<file path="src/rtl/sram_req_arbiter_if.sv">
// Request/response bundle for the I/D requesters and the shared downstream port.
// slave = arbiter side, master = requesters plus downstream memory.
interface sram_req_arbiter_if;
    logic        inst_req;
    logic        inst_wr;
    logic [1:0]  inst_size;
    logic [3:0]  inst_wstrb;
    logic [31:0] inst_addr;
    logic [31:0] inst_wdata;
    logic        inst_addr_ok;
    logic        inst_data_ok;
    logic [31:0] inst_rdata;

    logic        data_req;
    logic        data_wr;
    logic [1:0]  data_size;
    logic [3:0]  data_wstrb;
    logic [31:0] data_addr;
    logic [31:0] data_wdata;
    logic        data_addr_ok;
    logic        data_data_ok;
    logic [31:0] data_rdata;

    logic        mem_req;
    logic        mem_wr;
    logic [1:0]  mem_size;
    logic [3:0]  mem_wstrb;
    logic [31:0] mem_addr;
    logic [31:0] mem_wdata;
    logic        mem_addr_ok;
    logic        mem_data_ok;
    logic [31:0] mem_rdata;

    modport slave (
        input  inst_req, inst_wr, inst_size, inst_wstrb,
        input  inst_addr, inst_wdata,
        output inst_addr_ok, inst_data_ok, inst_rdata,
        input  data_req, data_wr, data_size, data_wstrb,
        input  data_addr, data_wdata,
        output data_addr_ok, data_data_ok, data_rdata,
        output mem_req, mem_wr, mem_size, mem_wstrb,
        output mem_addr, mem_wdata,
        input  mem_addr_ok, mem_data_ok, mem_rdata
    );

    modport master (
        output inst_req, inst_wr, inst_size, inst_wstrb,
        output inst_addr, inst_wdata,
        input  inst_addr_ok, inst_data_ok, inst_rdata,
        output data_req, data_wr, data_size, data_wstrb,
        output data_addr, data_wdata,
        input  data_addr_ok, data_data_ok, data_rdata,
        input  mem_req, mem_wr, mem_size, mem_wstrb,
        input  mem_addr, mem_wdata,
        output mem_addr_ok, mem_data_ok, mem_rdata
    );
endinterface

</file>
<file path="src/rtl/sram_req_arbiter.sv">
// Two-requester (I/D) arbiter for one sram-like port, D priority with stall lock,
// in-order ID FIFO routing data_ok back to the issuing requester.
module sram_req_arbiter #(
    parameter int OT_DEPTH = 4,
    parameter int CNT_W    = $clog2(OT_DEPTH + 1)
) (
    input  logic             clk,
    input  logic             resetn,
    sram_req_arbiter_if.slave bus,
    output logic [CNT_W-1:0] ot_cnt,
    output logic             proto_err
);
    localparam int PW = $clog2(OT_DEPTH);

    logic                r_lock_vld;
    logic                r_lock_id;
    logic [OT_DEPTH-1:0] r_fifo;
    logic [PW-1:0]       r_rd;
    logic [PW-1:0]       r_wr;
    logic [CNT_W-1:0]    r_cnt;
    logic                r_err;

    logic w_lock_hold;
    logic w_grant;
    logic w_req;
    logic w_full;
    logic w_mem_req;
    logic w_push;
    logic w_pop;
    logic w_head;

    // A dropped request releases the lock and lets D/I re-arbitrate this cycle.
    assign w_lock_hold = r_lock_vld &&
                         (r_lock_id ? bus.data_req : bus.inst_req);
    assign w_grant   = w_lock_hold ? r_lock_id : bus.data_req;
    assign w_req     = w_grant ? bus.data_req : bus.inst_req;
    assign w_full    = (r_cnt == CNT_W'(OT_DEPTH));
    assign w_mem_req = resetn && w_req && !w_full;
    assign w_push    = w_mem_req && bus.mem_addr_ok;
    assign w_pop     = resetn && bus.mem_data_ok && (r_cnt != '0);
    assign w_head    = r_fifo[r_rd];

    assign bus.mem_req   = w_mem_req;
    assign bus.mem_wr    = w_grant ? bus.data_wr    : bus.inst_wr;
    assign bus.mem_size  = w_grant ? bus.data_size  : bus.inst_size;
    assign bus.mem_wstrb = w_grant ? bus.data_wstrb : bus.inst_wstrb;
    assign bus.mem_addr  = w_grant ? bus.data_addr  : bus.inst_addr;
    assign bus.mem_wdata = w_grant ? bus.data_wdata : bus.inst_wdata;

    assign bus.inst_addr_ok = w_push && !w_grant;
    assign bus.data_addr_ok = w_push && w_grant;
    assign bus.inst_data_ok = w_pop && !w_head;
    assign bus.data_data_ok = w_pop && w_head;
    assign bus.inst_rdata   = bus.mem_rdata;
    assign bus.data_rdata   = bus.mem_rdata;

    assign ot_cnt    = r_cnt;
    assign proto_err = r_err;

    always_ff @(posedge clk or negedge resetn) begin
        if (!resetn) begin
            r_lock_vld <= 1'b0;
            r_lock_id  <= 1'b0;
        end else begin
            r_lock_vld <= w_mem_req && !bus.mem_addr_ok;
            r_lock_id  <= w_grant;
        end
    end

    always_ff @(posedge clk or negedge resetn) begin
        if (!resetn) begin
            r_fifo <= '0;
            r_wr   <= '0;
        end else if (w_push) begin
            r_fifo[r_wr] <= w_grant;
            r_wr         <= r_wr + PW'(1);
        end
    end

    always_ff @(posedge clk or negedge resetn) begin
        if (!resetn) begin
            r_rd <= '0;
        end else if (w_pop) begin
            r_rd <= r_rd + PW'(1);
        end
    end

    always_ff @(posedge clk or negedge resetn) begin
        if (!resetn) begin
            r_cnt <= '0;
        end else begin
            unique case ({w_push, w_pop})
                2'b10:   r_cnt <= r_cnt + CNT_W'(1);
                2'b01:   r_cnt <= r_cnt - CNT_W'(1);
                default: r_cnt <= r_cnt;
            endcase
        end
    end

    // Response with nothing outstanding is dropped and flagged until reset.
    always_ff @(posedge clk or negedge resetn) begin
        if (!resetn) begin
            r_err <= 1'b0;
        end else if (bus.mem_data_ok && (r_cnt == '0)) begin
            r_err <= 1'b1;
        end
    end
endmodule

</file>
<file path="src/flat_wrapper.sv">
// flat-port wrapper written by rule: the top's interface ports become plain ports
module sram_req_arbiter_flat 
#(
    parameter int OT_DEPTH = 4,
    parameter int CNT_W    = $clog2(OT_DEPTH + 1)
)
  (clk, resetn, ot_cnt, proto_err, bus_inst_req, bus_inst_wr, bus_inst_size, bus_inst_wstrb, bus_inst_addr, bus_inst_wdata, bus_inst_addr_ok, bus_inst_data_ok, bus_inst_rdata, bus_data_req, bus_data_wr, bus_data_size, bus_data_wstrb, bus_data_addr, bus_data_wdata, bus_data_addr_ok, bus_data_data_ok, bus_data_rdata, bus_mem_req, bus_mem_wr, bus_mem_size, bus_mem_wstrb, bus_mem_addr, bus_mem_wdata, bus_mem_addr_ok, bus_mem_data_ok, bus_mem_rdata);
  sram_req_arbiter_if bus_i ();
  input  logic clk;
  input  logic resetn;
  output logic [CNT_W-1:0] ot_cnt;
  output logic proto_err;
  input wire logic [$bits(bus_i.inst_req)-1:0] bus_inst_req;
  input wire logic [$bits(bus_i.inst_wr)-1:0] bus_inst_wr;
  input wire logic [$bits(bus_i.inst_size)-1:0] bus_inst_size;
  input wire logic [$bits(bus_i.inst_wstrb)-1:0] bus_inst_wstrb;
  input wire logic [$bits(bus_i.inst_addr)-1:0] bus_inst_addr;
  input wire logic [$bits(bus_i.inst_wdata)-1:0] bus_inst_wdata;
  output wire logic [$bits(bus_i.inst_addr_ok)-1:0] bus_inst_addr_ok;
  output wire logic [$bits(bus_i.inst_data_ok)-1:0] bus_inst_data_ok;
  output wire logic [$bits(bus_i.inst_rdata)-1:0] bus_inst_rdata;
  input wire logic [$bits(bus_i.data_req)-1:0] bus_data_req;
  input wire logic [$bits(bus_i.data_wr)-1:0] bus_data_wr;
  input wire logic [$bits(bus_i.data_size)-1:0] bus_data_size;
  input wire logic [$bits(bus_i.data_wstrb)-1:0] bus_data_wstrb;
  input wire logic [$bits(bus_i.data_addr)-1:0] bus_data_addr;
  input wire logic [$bits(bus_i.data_wdata)-1:0] bus_data_wdata;
  output wire logic [$bits(bus_i.data_addr_ok)-1:0] bus_data_addr_ok;
  output wire logic [$bits(bus_i.data_data_ok)-1:0] bus_data_data_ok;
  output wire logic [$bits(bus_i.data_rdata)-1:0] bus_data_rdata;
  output wire logic [$bits(bus_i.mem_req)-1:0] bus_mem_req;
  output wire logic [$bits(bus_i.mem_wr)-1:0] bus_mem_wr;
  output wire logic [$bits(bus_i.mem_size)-1:0] bus_mem_size;
  output wire logic [$bits(bus_i.mem_wstrb)-1:0] bus_mem_wstrb;
  output wire logic [$bits(bus_i.mem_addr)-1:0] bus_mem_addr;
  output wire logic [$bits(bus_i.mem_wdata)-1:0] bus_mem_wdata;
  input wire logic [$bits(bus_i.mem_addr_ok)-1:0] bus_mem_addr_ok;
  input wire logic [$bits(bus_i.mem_data_ok)-1:0] bus_mem_data_ok;
  input wire logic [$bits(bus_i.mem_rdata)-1:0] bus_mem_rdata;
  assign bus_i.inst_req = bus_inst_req;
  assign bus_i.inst_wr = bus_inst_wr;
  assign bus_i.inst_size = bus_inst_size;
  assign bus_i.inst_wstrb = bus_inst_wstrb;
  assign bus_i.inst_addr = bus_inst_addr;
  assign bus_i.inst_wdata = bus_inst_wdata;
  assign bus_inst_addr_ok = bus_i.inst_addr_ok;
  assign bus_inst_data_ok = bus_i.inst_data_ok;
  assign bus_inst_rdata = bus_i.inst_rdata;
  assign bus_i.data_req = bus_data_req;
  assign bus_i.data_wr = bus_data_wr;
  assign bus_i.data_size = bus_data_size;
  assign bus_i.data_wstrb = bus_data_wstrb;
  assign bus_i.data_addr = bus_data_addr;
  assign bus_i.data_wdata = bus_data_wdata;
  assign bus_data_addr_ok = bus_i.data_addr_ok;
  assign bus_data_data_ok = bus_i.data_data_ok;
  assign bus_data_rdata = bus_i.data_rdata;
  assign bus_mem_req = bus_i.mem_req;
  assign bus_mem_wr = bus_i.mem_wr;
  assign bus_mem_size = bus_i.mem_size;
  assign bus_mem_wstrb = bus_i.mem_wstrb;
  assign bus_mem_addr = bus_i.mem_addr;
  assign bus_mem_wdata = bus_i.mem_wdata;
  assign bus_i.mem_addr_ok = bus_mem_addr_ok;
  assign bus_i.mem_data_ok = bus_mem_data_ok;
  assign bus_i.mem_rdata = bus_mem_rdata;
  sram_req_arbiter #(.OT_DEPTH(OT_DEPTH), .CNT_W(CNT_W)) u_core (.clk(clk), .resetn(resetn), .bus(bus_i), .ot_cnt(ot_cnt), .proto_err(proto_err));
endmodule
</file>
<file path="config.mk">
export PLATFORM = sky130hd
export DESIGN_NAME = sram_req_arbiter_flat
export DESIGN_NICKNAME = d
export VERILOG_FILES = /design/src/rtl/sram_req_arbiter_if.sv /design/src/rtl/sram_req_arbiter.sv /design/src/flat_wrapper.sv
export SDC_FILE = /design/constraint.sdc
export NUM_CORES = 1
export LEC_CHECK = 0
export CAP_MARGIN = 10
export CORE_AREA = 5 5 121 123
export DETAILED_ROUTE_END_ITERATION = 12
export DIE_AREA = 0 0 126 128
export PLACE_DENSITY = 0.58
export SLEW_MARGIN = 20
export SYNTH_ARGS = -nofsm -noshare
export SYNTH_HDL_FRONTEND = slang
export SYNTH_SLANG_ARGS = --single-unit
</file>
<file path="constraint.sdc">
create_clock -name clk -period 2.54 [get_ports clk]
set_input_delay 0.254 -clock clk [delete_from_list [all_inputs] [get_ports clk]]
set_output_delay 0.254 -clock clk [all_outputs]
set_load 0.01 [all_outputs]
</file>
==> results.md <==
* H-tree depth at 1
* Count of cell types in the netlist at 27
* Antenna Diode Count at 0
* Yosys reg bits at 14
* Clock Root Buffer: clkbuf_16
* Placement Setup Slack at approximately 0.16 ns
* CTS Sinks at 14
* Post-route cell area at between 4000 and 5000 um^2
* Via density at roughly 3.8
* Outcome: finished, final reports clean
* Post-route DRC violation count at 0
* Post-cts sizing count at 0
* I/O pin count at about 320
* Hold buffer count at cts at 0
* Hold slack at 0.394 ns
* Vias at a little over 2k
* Final hold vios at 0
* Hold crit path type: in2async
* Slew HR at 82.0%
* Syn-to-layout area delta at 98.6%
* Data required, critical path at between 2 and 2.5 ns
* Max Fclk at 0.420 GHz
* Final period util at 93.6%
* Dpl hpwl at roughly 7600 um
* First-pass GRT wire length at ~13000 um
* Crit Path Category: in2out
* Inserted Clock Buffers at 3
* Later-pin clock latency in the skew report at between 0.2 and 0.25 ns
* Critical Path Start Type: input pin
* Mapped Area at approximately 2100 um^2
* Critical path data arrival time at roughly 2.1 ns
* Cell area power density at between 400 and 500 nW/um^2
* Gate count of the mapped netlist at around 200
* Worst vdd ir at 0.000421 V
* Post-Syn Nets at a little under 400
* Final setup viols at 0
* Final net count at between 500 and 600
* Share of layout cells above drive strength 1 at around 24%
* Final global-route overflow total at 0
* Core ar. at ~14000 um^2
* TritonCTS clock tree: yes
* Drt pass-1 iters at 3
* Die H at 128 um
* Total of max-cap violations at 0
* Antenna Nets Post-Route at 0
* Max Slew Vio Count at 0
* Tmin final at 2.38 ns
* Leak at between 1.5 and 2 nW
* Syn Area/Cell at about 10 um^2
* CTS Buffer Depth at 2
* Vias in the first global route at between 2k and 2.5k
* Post-route setup TNS at 0 ns
* Worst Tran Pin Value at 0.271 ns
* FILL cells at 1388
* Port Buffers at approximately 230
* Die Wd at ~130 um
* Seq/Total Area, Yosys at between 10% and 20%
* RSZ-0062 raised after global routing: no
* Site Rows at between 40 and 50
* Wire per inst at around 16 um
* Initial antenna violation count at 0
* GPL Wtd Cong at 0.903
* Clk slew on worst S/H paths at 0.05 ns
* Post-Route WL at about 8700 um
* Final worst slack at 0.162 ns
* GRT Total Usage at ~9.9%
* DP Area at approximately 4100 um^2
* Reg area at approximately 350 um^2
* Critical path endpoint category: output pin
* Die area at roughly 16000 um^2
* Area occupied by multi-input gates at 1200 um^2
* Fin Clk Skew at around 0.00093 ns
* Largest net degree at the start of global routing at 48
* Synth warn at 0
* Iter 0 DRT Violations at between 40 and 50
* Starting Density at 15.7%
* Setup bufs post-CTS at 0
* Crit-path max FO at 47
-- cell usage in the layout, fill, tap and decap left out --
cell type        count
clkdlybuf4s50_1    227
o211a_1              1
dfrtp_1             14
buf_12               2
buf_4                2
nor2_1               2
clkbuf_16            3
o311a_1              1
o21a_4               1
nor2b_1              2
mux2_2              63
a21o_1               1
nand2_2              1
xor2_1               3
nand2_1              2
nand3_1              4
mux4_2               1
and3_1               1
mux2i_1              1
ha_1                 5
inv_1                5
xnor2_1              3
mux2_4              13
fa_1                 1
clkbuf_8             1
o211a_2              1
or3b_1               1
and2_1               1
nor3_1               1
-- final timing paths --
| check | start | to | slack, ns | depth (start not counted) |
|---|---|---|---|---|
| max | bus_data_req | bus_mem_wdata[8] | 0.16 | 5 |
| min | resetn | u_core.r_lock_vld | 0.39 | 2 |
| max reg2reg | u_core.ot_cnt[1] | u_core.ot_cnt[2] | 0.33 | 8 |
| min reg2reg | u_core.proto_err | u_core.proto_err | 0.47 | 1 |
| max in group asynchronous | resetn | u_core.r_rd[1] | 1.98 | 2 |
| min in group clk | u_core.proto_err | u_core.proto_err | 0.47 | 1 |
-- critical path, cell delays in order --
cell             delay, ns
clkdlybuf4s50_1       0.52
o21a_4                0.17
buf_12                0.24
mux2_2                0.38
clkdlybuf4s50_1       0.51
-- cell usage after synthesis --
library cell | count | area share [%]
buf_4 | 64 | 23
mux2_2 | 63 | 33
dfrtp_1 | 14 | 17
mux2_4 | 13 | 9.2
buf_2 | 6 | 1.4
ha_1 | 5 | 2.9
inv_1 | 5 | 0.88
buf_6 | 4 | 2.1
nand3_1 | 4 | 0.94
xnor2_1 | 3 | 1.2
xor2_1 | 3 | 1.2
nand2_1 | 2 | 0.35
nor2_1 | 2 | 0.35
nor2b_1 | 2 | 0.59
a21o_1 | 1 | 0.35
and2_1 | 1 | 0.29
and3_1 | 1 | 0.29
fa_1 | 1 | 0.94
mux2i_1 | 1 | 0.47
mux4_2 | 1 | 1.1
nand2_2 | 1 | 0.29
nor3_1 | 1 | 0.24
o211a_1 | 1 | 0.47
o211a_2 | 1 | 0.47
o21a_1 | 1 | 0.35
o311a_1 | 1 | 0.47
or3b_1 | 1 | 0.41
-- logic make-up (layout without fill, tap and decap cells) --
kind of cell	Yosys count	count (layout)	share of synthesized area, %
AND/OR/NAND/NOR	15	15	3.77
AO/OA/AOI/OAI	5	5	2.12
buffers and inverters	79	240	27.1
adder cells (fa/ha/maj)	6	6	3.89
multiplexers	78	78	44.2
XOR/XNOR	6	6	2.48
flip-flops	14	14	16.5
-- where the power goes --
| group | leakage (nW) | internal (mW) | switching, mW |
|---|---|---|---|
| clock | 0.0442 | 0.238 | 0.0902 |
| sequential | 0.165 | 0.325 | 0.0931 |
| combinational | 1.43 | 0.694 | 0.352 |
| total | 1.64 | 1.26 | 0.536 |
-- sequential cells by signal, indices dropped and copies added (netlist names) --
| name | cells |
|---|---|
| u_core.ot_cnt | 3 |
| u_core.proto_err | 1 |
| u_core.r_fifo | 4 |
| u_core.r_lock_id | 1 |
| u_core.r_lock_vld | 1 |
| u_core.r_rd | 2 |
| u_core.r_wr | 2 |
-- routing by layer --
metal,GRT usage [%],wire length [um],part of all wire (%),vias up
met5,0,0,0,-
li1,-,-,-,954
met1,11.9,3490,40,930
met3,3.83,893,10,19
met4,2.59,184,2.1,0
met2,16.5,4150,48,145
-- layout make-up --
cell class,count,area share (%)
clock buffers,4,2.11
well taps,180,5.34
flip-flops and latches,14,8.31
multi-input cells,110,28.6
repair buffers,231,55.2
inverters,5,0.445
-- per-stage QoR --
stage          utilization, %  instances  power, mW
2_1_floorplan               -        203      0.986
3_3_place_gp             30.4        540       1.46
3_5_place_dp             30.4        540       1.47
4_1_cts                  31.1        544       1.81
5_1_grt                  31.1        544       1.91
6_report                 31.1        544       1.79
(Power assumes the default switching activity.)
